### config.mk
export PLATFORM = sky130hd
export DESIGN_NAME = read_src_fsm_flat
export DESIGN_NICKNAME = d
export VERILOG_FILES = /design/src/rtl/read_src_if.sv /design/src/rtl/read_src_fsm.sv /design/src/flat_wrapper.sv
export SDC_FILE = /design/constraint.sdc
export NUM_CORES = 1
export LEC_CHECK = 0
export ABC_AREA = 0
export CORE_AREA = 2 2 496 498
export DETAILED_ROUTE_END_ITERATION = 12
export DIE_AREA = 0 0 498 500
export PLACE_DENSITY = 0.3
export SYNTH_ARGS = -nofsm -noshare
export SYNTH_HDL_FRONTEND = slang
export SYNTH_SLANG_ARGS = --single-unit
### constraint.sdc
create_clock -name clk -period 4.3 [get_ports clk]
set_input_delay 0.86 -clock clk [delete_from_list [all_inputs] [get_ports clk]]
set_output_delay 0.86 -clock clk [all_outputs]
set_load 0.01 [all_outputs]
### src/rtl/read_src_if.sv
`default_nettype none
// ============================================================================
// Module   : read_src_if
// Purpose  : Descriptor, data-FIFO and AXI read-channel bundle for read_src_fsm.
// Revision : 1.0
// ============================================================================
interface read_src_if #(
    parameter int DATA_W    = 512,
    parameter int ADDR_W    = 64,
    parameter int LENGTH_W  = 24,
    parameter int AXI_LEN_W = 8,
    parameter int SPACE_W   = 10
);
    logic                 desc_valid;
    logic                 desc_ready;
    logic [ADDR_W-1:0]    desc_src_addr;
    logic [LENGTH_W-1:0]  desc_length;
    logic [SPACE_W-1:0]   fifo_space;
    logic                 fifo_wr_en;
    logic [DATA_W-1:0]    fifo_wr_data;
    logic                 ar_valid;
    logic                 ar_ready;
    logic [ADDR_W-1:0]    ar_addr;
    logic [AXI_LEN_W-1:0] ar_len;
    logic [2:0]           ar_size;
    logic [1:0]           ar_burst;
    logic                 r_valid;
    logic                 r_ready;
    logic [DATA_W-1:0]    r_data;
    logic [1:0]           r_resp;
    logic                 r_last;

    modport master (
        input  desc_valid, desc_src_addr, desc_length, fifo_space,
               ar_ready, r_valid, r_data, r_resp, r_last,
        output desc_ready, fifo_wr_en, fifo_wr_data,
               ar_valid, ar_addr, ar_len, ar_size, ar_burst, r_ready
    );

    modport slave (
        output desc_valid, desc_src_addr, desc_length, fifo_space,
               ar_ready, r_valid, r_data, r_resp, r_last,
        input  desc_ready, fifo_wr_en, fifo_wr_data,
               ar_valid, ar_addr, ar_len, ar_size, ar_burst, r_ready
    );
endinterface
`default_nettype wire

### src/rtl/read_src_fsm.sv
`default_nettype none
// ============================================================================
// Module   : read_src_fsm
// Purpose  : DMA source read engine; splits a descriptor into AXI INCR bursts.
// Revision : 1.0
// ============================================================================
module read_src_fsm #(
    parameter int DATA_W    = 512,
    parameter int ADDR_W    = 64,
    parameter int LENGTH_W  = 24,
    parameter int AXI_LEN_W = 8,
    parameter int SPACE_W   = 10,
    parameter int PERF_W    = 32
) (
    input  wire logic              clk,
    input  wire logic              reset_n,
    read_src_if.master             bus,
    input  wire logic              i_err_clear,
    output logic                   o_rd_done,
    output logic                   o_rd_err,
    output logic [4:0]             o_rd_state,
    output logic [PERF_W-1:0]      o_rd_clk_cnt,
    output logic [PERF_W-1:0]      o_rd_valid_cnt
);
    localparam int         C_BYTES  = DATA_W / 8;
    localparam int         C_SIZE   = $clog2(C_BYTES);
    localparam int         C_MAXB   = 2 ** AXI_LEN_W;
    localparam int         C_CMP_W  = (LENGTH_W > SPACE_W) ? LENGTH_W : SPACE_W;
    localparam logic [1:0] C_INCR   = 2'b01;
    localparam logic [1:0] C_OKAY   = 2'b00;

    // IDLE is the all-zero code so the status reads 0 straight out of reset
    typedef enum logic [4:0] {
        S_IDLE  = 5'b00000,
        S_SPACE = 5'b00001,
        S_ADDR  = 5'b00010,
        S_DATA  = 5'b00100,
        S_DONE  = 5'b01000,
        S_ERROR = 5'b10000
    } state_t;

    state_t                r_state;
    state_t                w_next;
    logic [ADDR_W-1:0]     r_addr;
    logic [ADDR_W-1:0]     r_ar_addr;
    logic [AXI_LEN_W-1:0]  r_ar_len;
    logic [LENGTH_W-1:0]   r_rem;
    logic                  r_err_seen;
    logic [PERF_W-1:0]     r_clk_cnt;
    logic [PERF_W-1:0]     r_valid_cnt;

    logic                  w_desc_ready;
    logic                  w_ar_valid;
    logic                  w_r_ready;
    logic                  w_fifo_wr_en;
    logic [DATA_W-1:0]     w_fifo_wr_data;
    logic                  w_accept;
    logic [LENGTH_W-1:0]   w_nb;
    logic [LENGTH_W-1:0]   w_burst_nb;
    logic                  w_space_ok;
    logic                  w_beat_bad;

    assign w_accept   = bus.desc_valid & w_desc_ready;
    assign w_nb       = (r_rem >= LENGTH_W'(C_MAXB)) ? LENGTH_W'(C_MAXB) : r_rem;
    assign w_burst_nb = LENGTH_W'(r_ar_len) + LENGTH_W'(1);
    assign w_space_ok = C_CMP_W'(bus.fifo_space) >= C_CMP_W'(w_nb);
    assign w_beat_bad = (r_state == S_DATA) & bus.r_valid & (bus.r_resp != C_OKAY);

    always_ff @(posedge clk) begin
        if (!reset_n) r_state <= S_IDLE;
        else          r_state <= w_next;
    end

    always_comb begin
        w_next         = r_state;
        w_desc_ready   = 1'b0;
        w_ar_valid     = 1'b0;
        w_r_ready      = 1'b0;
        w_fifo_wr_en   = 1'b0;
        w_fifo_wr_data = '0;
        o_rd_done      = 1'b0;
        o_rd_err       = 1'b0;
        case (r_state)
            S_IDLE: begin
                // held low during reset so every output reads 0 while reset_n is low
                w_desc_ready = reset_n;
                if (bus.desc_valid)
                    w_next = (bus.desc_length == '0) ? S_DONE : S_SPACE;
            end
            S_SPACE: if (w_space_ok) w_next = S_ADDR;
            S_ADDR: begin
                w_ar_valid = 1'b1;
                if (bus.ar_ready) w_next = S_DATA;
            end
            S_DATA: begin
                w_r_ready      = 1'b1;
                w_fifo_wr_en   = bus.r_valid & (bus.r_resp == C_OKAY);
                w_fifo_wr_data = bus.r_data;
                if (bus.r_valid && bus.r_last) begin
                    if (r_err_seen || w_beat_bad) w_next = S_ERROR;
                    else if (r_rem != '0)         w_next = S_SPACE;
                    else                          w_next = S_DONE;
                end
            end
            S_DONE: begin
                o_rd_done = 1'b1;
                w_next    = S_IDLE;
            end
            S_ERROR: begin
                o_rd_err  = 1'b1;
                w_r_ready = 1'b1;
                if (i_err_clear) w_next = S_IDLE;
            end
            default: w_next = S_IDLE;
        endcase
    end

    always_ff @(posedge clk) begin
        if (!reset_n) begin
            r_addr      <= '0;
            r_ar_addr   <= '0;
            r_ar_len    <= '0;
            r_rem       <= '0;
            r_err_seen  <= 1'b0;
            r_clk_cnt   <= '0;
            r_valid_cnt <= '0;
        end else begin
            if (w_accept) begin
                r_addr      <= bus.desc_src_addr;
                r_rem       <= bus.desc_length;
                r_err_seen  <= 1'b0;
                r_clk_cnt   <= '0;
                r_valid_cnt <= '0;
            end else begin
                if (r_state != S_IDLE)
                    r_clk_cnt <= r_clk_cnt + PERF_W'(1);
                if (bus.r_valid && w_r_ready)
                    r_valid_cnt <= r_valid_cnt + PERF_W'(1);
            end
            if (r_state == S_SPACE && w_space_ok) begin
                r_ar_addr <= r_addr;
                r_ar_len  <= AXI_LEN_W'(w_nb - LENGTH_W'(1));
            end
            if (r_state == S_ADDR && bus.ar_ready) begin
                r_rem  <= r_rem - w_burst_nb;
                r_addr <= r_addr + (ADDR_W'(w_burst_nb) << C_SIZE);
            end
            if (w_beat_bad)
                r_err_seen <= 1'b1;
            else if (r_state == S_ERROR && i_err_clear)
                r_err_seen <= 1'b0;
        end
    end

    assign bus.desc_ready   = w_desc_ready;
    assign bus.ar_valid     = w_ar_valid;
    assign bus.ar_addr      = r_ar_addr;
    assign bus.ar_len       = r_ar_len;
    assign bus.ar_size      = 3'(C_SIZE);
    assign bus.ar_burst     = C_INCR;
    assign bus.r_ready      = w_r_ready;
    assign bus.fifo_wr_en   = w_fifo_wr_en;
    assign bus.fifo_wr_data = w_fifo_wr_data;
    assign o_rd_state       = r_state;
    assign o_rd_clk_cnt     = r_clk_cnt;
    assign o_rd_valid_cnt   = r_valid_cnt;
endmodule
`default_nettype wire

### src/flat_wrapper.sv
// flat-port wrapper written by rule: the top's interface ports become plain ports
module read_src_fsm_flat 
#(
    parameter int DATA_W    = 512,
    parameter int ADDR_W    = 64,
    parameter int LENGTH_W  = 24,
    parameter int AXI_LEN_W = 8,
    parameter int SPACE_W   = 10,
    parameter int PERF_W    = 32
)
  (clk, reset_n, i_err_clear, o_rd_done, o_rd_err, o_rd_state, o_rd_clk_cnt, o_rd_valid_cnt, bus_desc_valid, bus_desc_src_addr, bus_desc_length, bus_fifo_space, bus_ar_ready, bus_r_valid, bus_r_data, bus_r_resp, bus_r_last, bus_desc_ready, bus_fifo_wr_en, bus_fifo_wr_data, bus_ar_valid, bus_ar_addr, bus_ar_len, bus_ar_size, bus_ar_burst, bus_r_ready);
  read_src_if #(.DATA_W(DATA_W), .ADDR_W(ADDR_W), .LENGTH_W(LENGTH_W), .AXI_LEN_W(AXI_LEN_W), .SPACE_W(SPACE_W)) bus_i ();
  input  wire logic clk;
  input  wire logic reset_n;
  input  wire logic i_err_clear;
  output logic o_rd_done;
  output logic o_rd_err;
  output logic [4:0] o_rd_state;
  output logic [PERF_W-1:0] o_rd_clk_cnt;
  output logic [PERF_W-1:0] o_rd_valid_cnt;
  input wire logic [$bits(bus_i.desc_valid)-1:0] bus_desc_valid;
  input wire logic [$bits(bus_i.desc_src_addr)-1:0] bus_desc_src_addr;
  input wire logic [$bits(bus_i.desc_length)-1:0] bus_desc_length;
  input wire logic [$bits(bus_i.fifo_space)-1:0] bus_fifo_space;
  input wire logic [$bits(bus_i.ar_ready)-1:0] bus_ar_ready;
  input wire logic [$bits(bus_i.r_valid)-1:0] bus_r_valid;
  input wire logic [$bits(bus_i.r_data)-1:0] bus_r_data;
  input wire logic [$bits(bus_i.r_resp)-1:0] bus_r_resp;
  input wire logic [$bits(bus_i.r_last)-1:0] bus_r_last;
  output wire logic [$bits(bus_i.desc_ready)-1:0] bus_desc_ready;
  output wire logic [$bits(bus_i.fifo_wr_en)-1:0] bus_fifo_wr_en;
  output wire logic [$bits(bus_i.fifo_wr_data)-1:0] bus_fifo_wr_data;
  output wire logic [$bits(bus_i.ar_valid)-1:0] bus_ar_valid;
  output wire logic [$bits(bus_i.ar_addr)-1:0] bus_ar_addr;
  output wire logic [$bits(bus_i.ar_len)-1:0] bus_ar_len;
  output wire logic [$bits(bus_i.ar_size)-1:0] bus_ar_size;
  output wire logic [$bits(bus_i.ar_burst)-1:0] bus_ar_burst;
  output wire logic [$bits(bus_i.r_ready)-1:0] bus_r_ready;
  assign bus_i.desc_valid = bus_desc_valid;
  assign bus_i.desc_src_addr = bus_desc_src_addr;
  assign bus_i.desc_length = bus_desc_length;
  assign bus_i.fifo_space = bus_fifo_space;
  assign bus_i.ar_ready = bus_ar_ready;
  assign bus_i.r_valid = bus_r_valid;
  assign bus_i.r_data = bus_r_data;
  assign bus_i.r_resp = bus_r_resp;
  assign bus_i.r_last = bus_r_last;
  assign bus_desc_ready = bus_i.desc_ready;
  assign bus_fifo_wr_en = bus_i.fifo_wr_en;
  assign bus_fifo_wr_data = bus_i.fifo_wr_data;
  assign bus_ar_valid = bus_i.ar_valid;
  assign bus_ar_addr = bus_i.ar_addr;
  assign bus_ar_len = bus_i.ar_len;
  assign bus_ar_size = bus_i.ar_size;
  assign bus_ar_burst = bus_i.ar_burst;
  assign bus_r_ready = bus_i.r_ready;
  read_src_fsm #(.DATA_W(DATA_W), .ADDR_W(ADDR_W), .LENGTH_W(LENGTH_W), .AXI_LEN_W(AXI_LEN_W), .SPACE_W(SPACE_W), .PERF_W(PERF_W)) u_core (.clk(clk), .reset_n(reset_n), .bus(bus_i), .i_err_clear(i_err_clear), .o_rd_done(o_rd_done), .o_rd_err(o_rd_err), .o_rd_state(o_rd_state), .o_rd_clk_cnt(o_rd_clk_cnt), .o_rd_valid_cnt(o_rd_valid_cnt));
endmodule
# Word level (Yosys, flattened, before mapping)
# Index checks and enable logic that the tools add are counted.
# W data, S select, Z words.
[classes]
eq_ne = 10
order_cmp = 2
n_reduce_logical = 17
addsub = 6
mux = 24
bitwise = 5
[ops]
columns = ["operator", "count"]
rows = [
  ["$mux W512", 1],
  ["$mux W64", 2],
  ["$mux W24", 3],
  ["$add A32 B1 Y32 const B", 2],
  ["$add A64 B30 Y64", 1],
  ["$mux W5", 6],
  ["$pmux W5 S5", 1],
  ["$ge A10 B24 Y1", 1],
  ["$ge A24 B9 Y1 const B", 1],
  ["$logic_not A24 Y1", 1],
  ["$reduce_bool A24 Y1", 1],
  ["$sub A24 B24 Y24", 1],
  ["$add A8 B1 Y9 const B", 1],
  ["$mux W1", 9],
  ["$mux W4", 2],
  ["$ne A2 B2 Y1 const B", 4],
  ["$sub A8 B1 Y8 const B", 1],
  ["$eq A5 B1 Y1 const B", 1],
  ["$eq A5 B2 Y1 const B", 1],
  ["$eq A5 B3 Y1 const B", 1],
  ["$eq A5 B4 Y1 const B", 1],
  ["$eq A5 B5 Y1 const B", 1],
  ["$logic_and A1 B1 Y1", 5],
  ["$logic_not A5 Y1", 1],
  ["10 further kinds", 15],
]
[totals]
input_bits = 619
reg_bits = 230
wordCells = 72
output_inout_bits = 664

# Logic depth before layout (Yosys ltp)
[logic_depth]
depth_word = 7
mapped_depth = 14
depth_no_buf = 12

# Worst setup path before layout
# OpenSTA, ideal clock, no wires.
[synth_timing]
path_kind = "flip-flop to flip-flop"
from = "reg u_core.r_rem[14]"
to = "reg u_core.r_ar_addr[36] (netlist: u_core.bus.ar_addr[36])"
t_arrival_ns = 3.307
synth_period_minus_slack_ns = 3.378
setup_slack_ns = 0.922
stages_incl_launch_ff = 15
required_time_ns = 4.230
setup_time_ns = 0.070
path_cell_list = "dfxtp_1 -> nor3_2 -> nand3_1 -> nor3_2 -> clkbuf_1 -> nand2_1 -> ha_1 -> nand4_1 -> nor3_1 -> o31ai_1 -> a21boi_1 -> clkbuf_1 -> buf_1 -> nand2_1 -> a21oi_1"
[synth_via]
elab_chain_cells = 4
[synth_rtl]
columns = ["element", "line", "text"]
rows = [
  ["from (decl)", "read_src_fsm.sv:47", "logic [LENGTH_W-1:0] r_rem;"],
  ["from (signal assigned)", "read_src_fsm.sv:130", "r_rem <= bus.desc_length;"],
  ["from (signal assigned)", "read_src_fsm.sv:145", "r_rem <= r_rem - w_burst_nb;"],
  ["$ge A24 B9 Y1", "read_src_fsm.sv:64", "assign w_nb = (r_rem >= LENGTH_W'(C_MAXB)) ? LENGTH_W'(C_MAXB) : r_rem;"],
  ["$mux W24 (*)", "read_src_fsm.sv:64", ""],
  ["$ge A10 B24 Y1 (*)", "read_src_fsm.sv:66", "assign w_space_ok = C_CMP_W'(bus.fifo_space) >= C_CMP_W'(w_nb);"],
  ["$logic_and A1 B1 Y1 (*)", "read_src_fsm.sv:140", "if (r_state == S_SPACE && w_space_ok) begin"],
  ["to (signal assigned)", "read_src_fsm.sv:141", "r_ar_addr <= r_addr;"],
  ["to (decl)", "read_src_fsm.sv:45", "logic [ADDR_W-1:0] r_ar_addr;"],
]
# Every way passes the cells marked *; elsewhere a longest branch is shown, timed or not.
# A chain may end at the register's enable or synchronous reset.

# Worst setup path after layout
[layout_timing]
from = "reg u_core.r_state[3] (netlist: u_core.o_rd_state[3])"
to = "out bus_fifo_wr_data[117]"
[layout_via]
elab_chain_cells = 2
[layout_rtl]
columns = ["element", "line", "text"]
rows = [
  ["from (decl)", "read_src_fsm.sv:42", "state_t r_state;"],
  ["from (signal assigned)", "read_src_fsm.sv:71", "else r_state <= w_next;"],
  ["$eq A5 B3 Y1", "read_src_fsm.sv:83", "case (r_state)"],
  ["$mux W512", "read_src_fsm.sv:83", ""],
  ["to (decl)", "flat_wrapper.sv:32", "output wire logic [$bits(bus_i.fifo_wr_data)-1:0] bus_fifo_wr_data;"],
]
# No other way between the ends.

==> results.toml <==
[clock_tree]
clock_tree.root_cell = "clkbuf_16"
cts_tree = "done"
htreeDepth = 2
cts_made_buffers = 35
cts_sinks = 230
insertion_delay_ps = 610
clk_pin_slew_worst_paths_ps = 50
clockBufferDepth = 3

[min_path]
worstHoldPathType = "register to register"
min_path_cells = 2

[sta]
finalClockSkew_ps = 63.13
layout_min_cycle_time_ps = 4028
fin_crit_sh_pct = 93.68
slew_violations = 0
final.setup.worst_slack_ps = 271.9
setup_tns_ps = 0
relSlewSlack_pct = 34.21
rsz0062_at_grt = "no"
finalHoldViolCount = 0
max_freq_mhz = 248.3
setup_viol = 0
tightest_slew_ps = 986.9

[finish]
drive_gt1_share_pct = 7.409
regArea_sq_um = 4604
area_delta_synth_final_pct = 122.5
fillers = 28060
multi_input_area_sq_um = 10030
utilization_pct = 13.93
nets = 3991

[drt]
antenna_left = 0
num_vias = 21780
drtIter0Drc = 1328
wl_per_cell_microns = 38.10
viasPerCell = 3.281
wl_microns = 252900
first_pass_iters = 8
route.detailed.drc = 0

[yosys]
synth_edf_count = 0
synth_flop_cell = "dfxtp_1"
synth_mux_area_share_pct = 0.9164
yosysSeqAreaShare_pct = 30.11
synth-compound-area-share_pct = 14.15
netlist_top_cells_count = "526 x and2_1, 288 x nand2_1, 230 x dfxtp_1"
synth_xor_area_share_pct = 4.525
yosys_warnings = 0
synth_top_area_share_pct = 30.11
synth_top_family_by_area = "simple AND/OR/NAND/NOR gates"
synth.most_common_cell = "and2_1"
synth-simple-area-share_pct = 42.60
syn_inst = 2093
async_flop_share_pct = 0
syn_area_sq_um = 15290
synthTopCellsByArea = "dfxtp_1 30%, and2_1 22%, nand2_1 7.1%"
synth_largest_area_cell = "dfxtp_1"
ys_ff_latch = 230
ys_types = 73
syn_area_per_cell_sq_um = 7.306
synthAdderAreaFrac_pct = 2.880

[floorplan]
die_h_microns = 500
io_pins = 1283
die_w_microns = 498
initial_core_util_pct = 6.259
core_area_sq_um = 244300
rows = 182
fp.dieArea_sq_um = 249000

[global_routing]
track_usage_pct = 19.52
grt_start_max_net_pins = 79
grt.overflow.total = 0
antenna_found_initial = 278
grt_pass1_vias = 21340
grt_first_pass_wirelength_microns = 302500

[power]
power_leakage_nw = 11.30
p_clk_share_pct = 33.2
sequentialPowerShare_pct = 27.9
power_density_nw_per_um2 = 263.1
pwr-share-comb_pct = 38.9
p_switching_mw = 3.392
max-vdd-ir-drop_mv = 0.2098
p_sw_share_pct = 37.88
p_int_mw = 5.563

[worst_setup_path]
critPathRequiredTime_ps = 3440
critPathArrivalTime_ps = 3170
end_kind = "primary output"
cp_max_fo = 13
reg2reg_depth = 12
path_class = "register to primary output"
startpoint_type = "register"

[place]
preCtsSetupSlack_ps = 591.7
gp_congestion = 0.9734
dp.final_hpwl_microns = 227900
io_buffer_count = 1277

[outcome]
status = "finished clean"

[job]
max_cap_violations = 0
==> logic make-up after synthesis <==
family | after synthesis
flops | 230
fa+ha+maj | 34
mux | 13
compound gates | 338
simple gates | 1212
buf+inv | 185
xor+xnor | 79
other cells | 2
==> worst max-delay path: stages, from the launching register on <==
cell,delay (ps)
dfxtp_1,390
nor2_2,300
and3_4,360
buf_4,170
buf_12,150
buf_4,180
and2_1,390
clkdlybuf4s50_1,640
==> metrics by stage <==
step                      total power, mW  cells  hold WS (ps)  cell area (sq um)
after CTS                           9.146   6577         453.2              33850
after global placement              6.098   6517         442.0              32730
after floorplan                     3.840   2097         432.1              15310
final                               8.954   6637         450.0              34030
after global routing                9.439   6593         468.4              33920
after detailed placement            6.058   6517         445.9              32730
==> registers in the layout, summed over array words and instances, names as in the netlist <==
register	count
u_core.bus.ar_len	8
u_core.bus.ar_addr	64
u_core.r_rem	24
u_core.r_addr	64
u_core.r_err_seen	1
u_core.o_rd_state	5
u_core.o_rd_valid_cnt	32
u_core.o_rd_clk_cnt	32
==> repair_timing <==
item,CTS,global route
endpoints found under the setup margin,0,45
buffers inserted,0,3
hold buffers,0,0
resized for setup,0,3
==> layout by cell type (no fill, tap or decap), types with 56 or more instances in the layout <==
cell type,count
clkdlybuf4s50_1,1193
nand2_1,287
nor2_1,117
a21oi_1,141
diode_2,56
and2_1,526
nand3_1,71
dfxtp_1,230
buf_12,66
buf_4,93
==> power by group through the flow <==
stage	clock network (mW)	registers, mW	logic [mW]
floorplan	0	2.47	1.37
global placement	0	2.54	3.55
detailed placement	0	2.54	3.51
CTS	3.10	2.50	3.55
global route	3.15	2.53	3.76
finish	2.97	2.50	3.48
==> final timing paths <==
check	start	end	slack (ps)
setup / recovery	u_core.o_rd_state[3]	bus_fifo_wr_data[117]	270
hold / removal	u_core.bus.ar_addr[7]	u_core.bus.ar_addr[7]	450
setup reg to reg	u_core.bus.ar_len[0]	u_core.r_addr[29]	710
hold reg to reg	u_core.bus.ar_addr[7]	u_core.bus.ar_addr[7]	450
==> area by class of cell <==
type / count / share of cell area [%]
sequential: 230 / 13.53
multi-input combinational: 1683 / 29.48
clock inverter: 8 / 0.3934
tap: 3220 / 11.84
antenna: 56 / 0.4118
inverter: 35 / 0.3934
clock buffer: 52 / 2.908
timing repair buffer: 1353 / 41.04
==> per-layer routing <==
layer	vias up	share of wire (%)	GRT usage, %
li1	9647	-	-
met2	1332	46	31.89
met1	10320	39	22.14
met3	427	14	11.58
met4	50	1.8	2.834
met5	-	0.11	0
No activity file was read; power rests on OpenSTA's default activity.
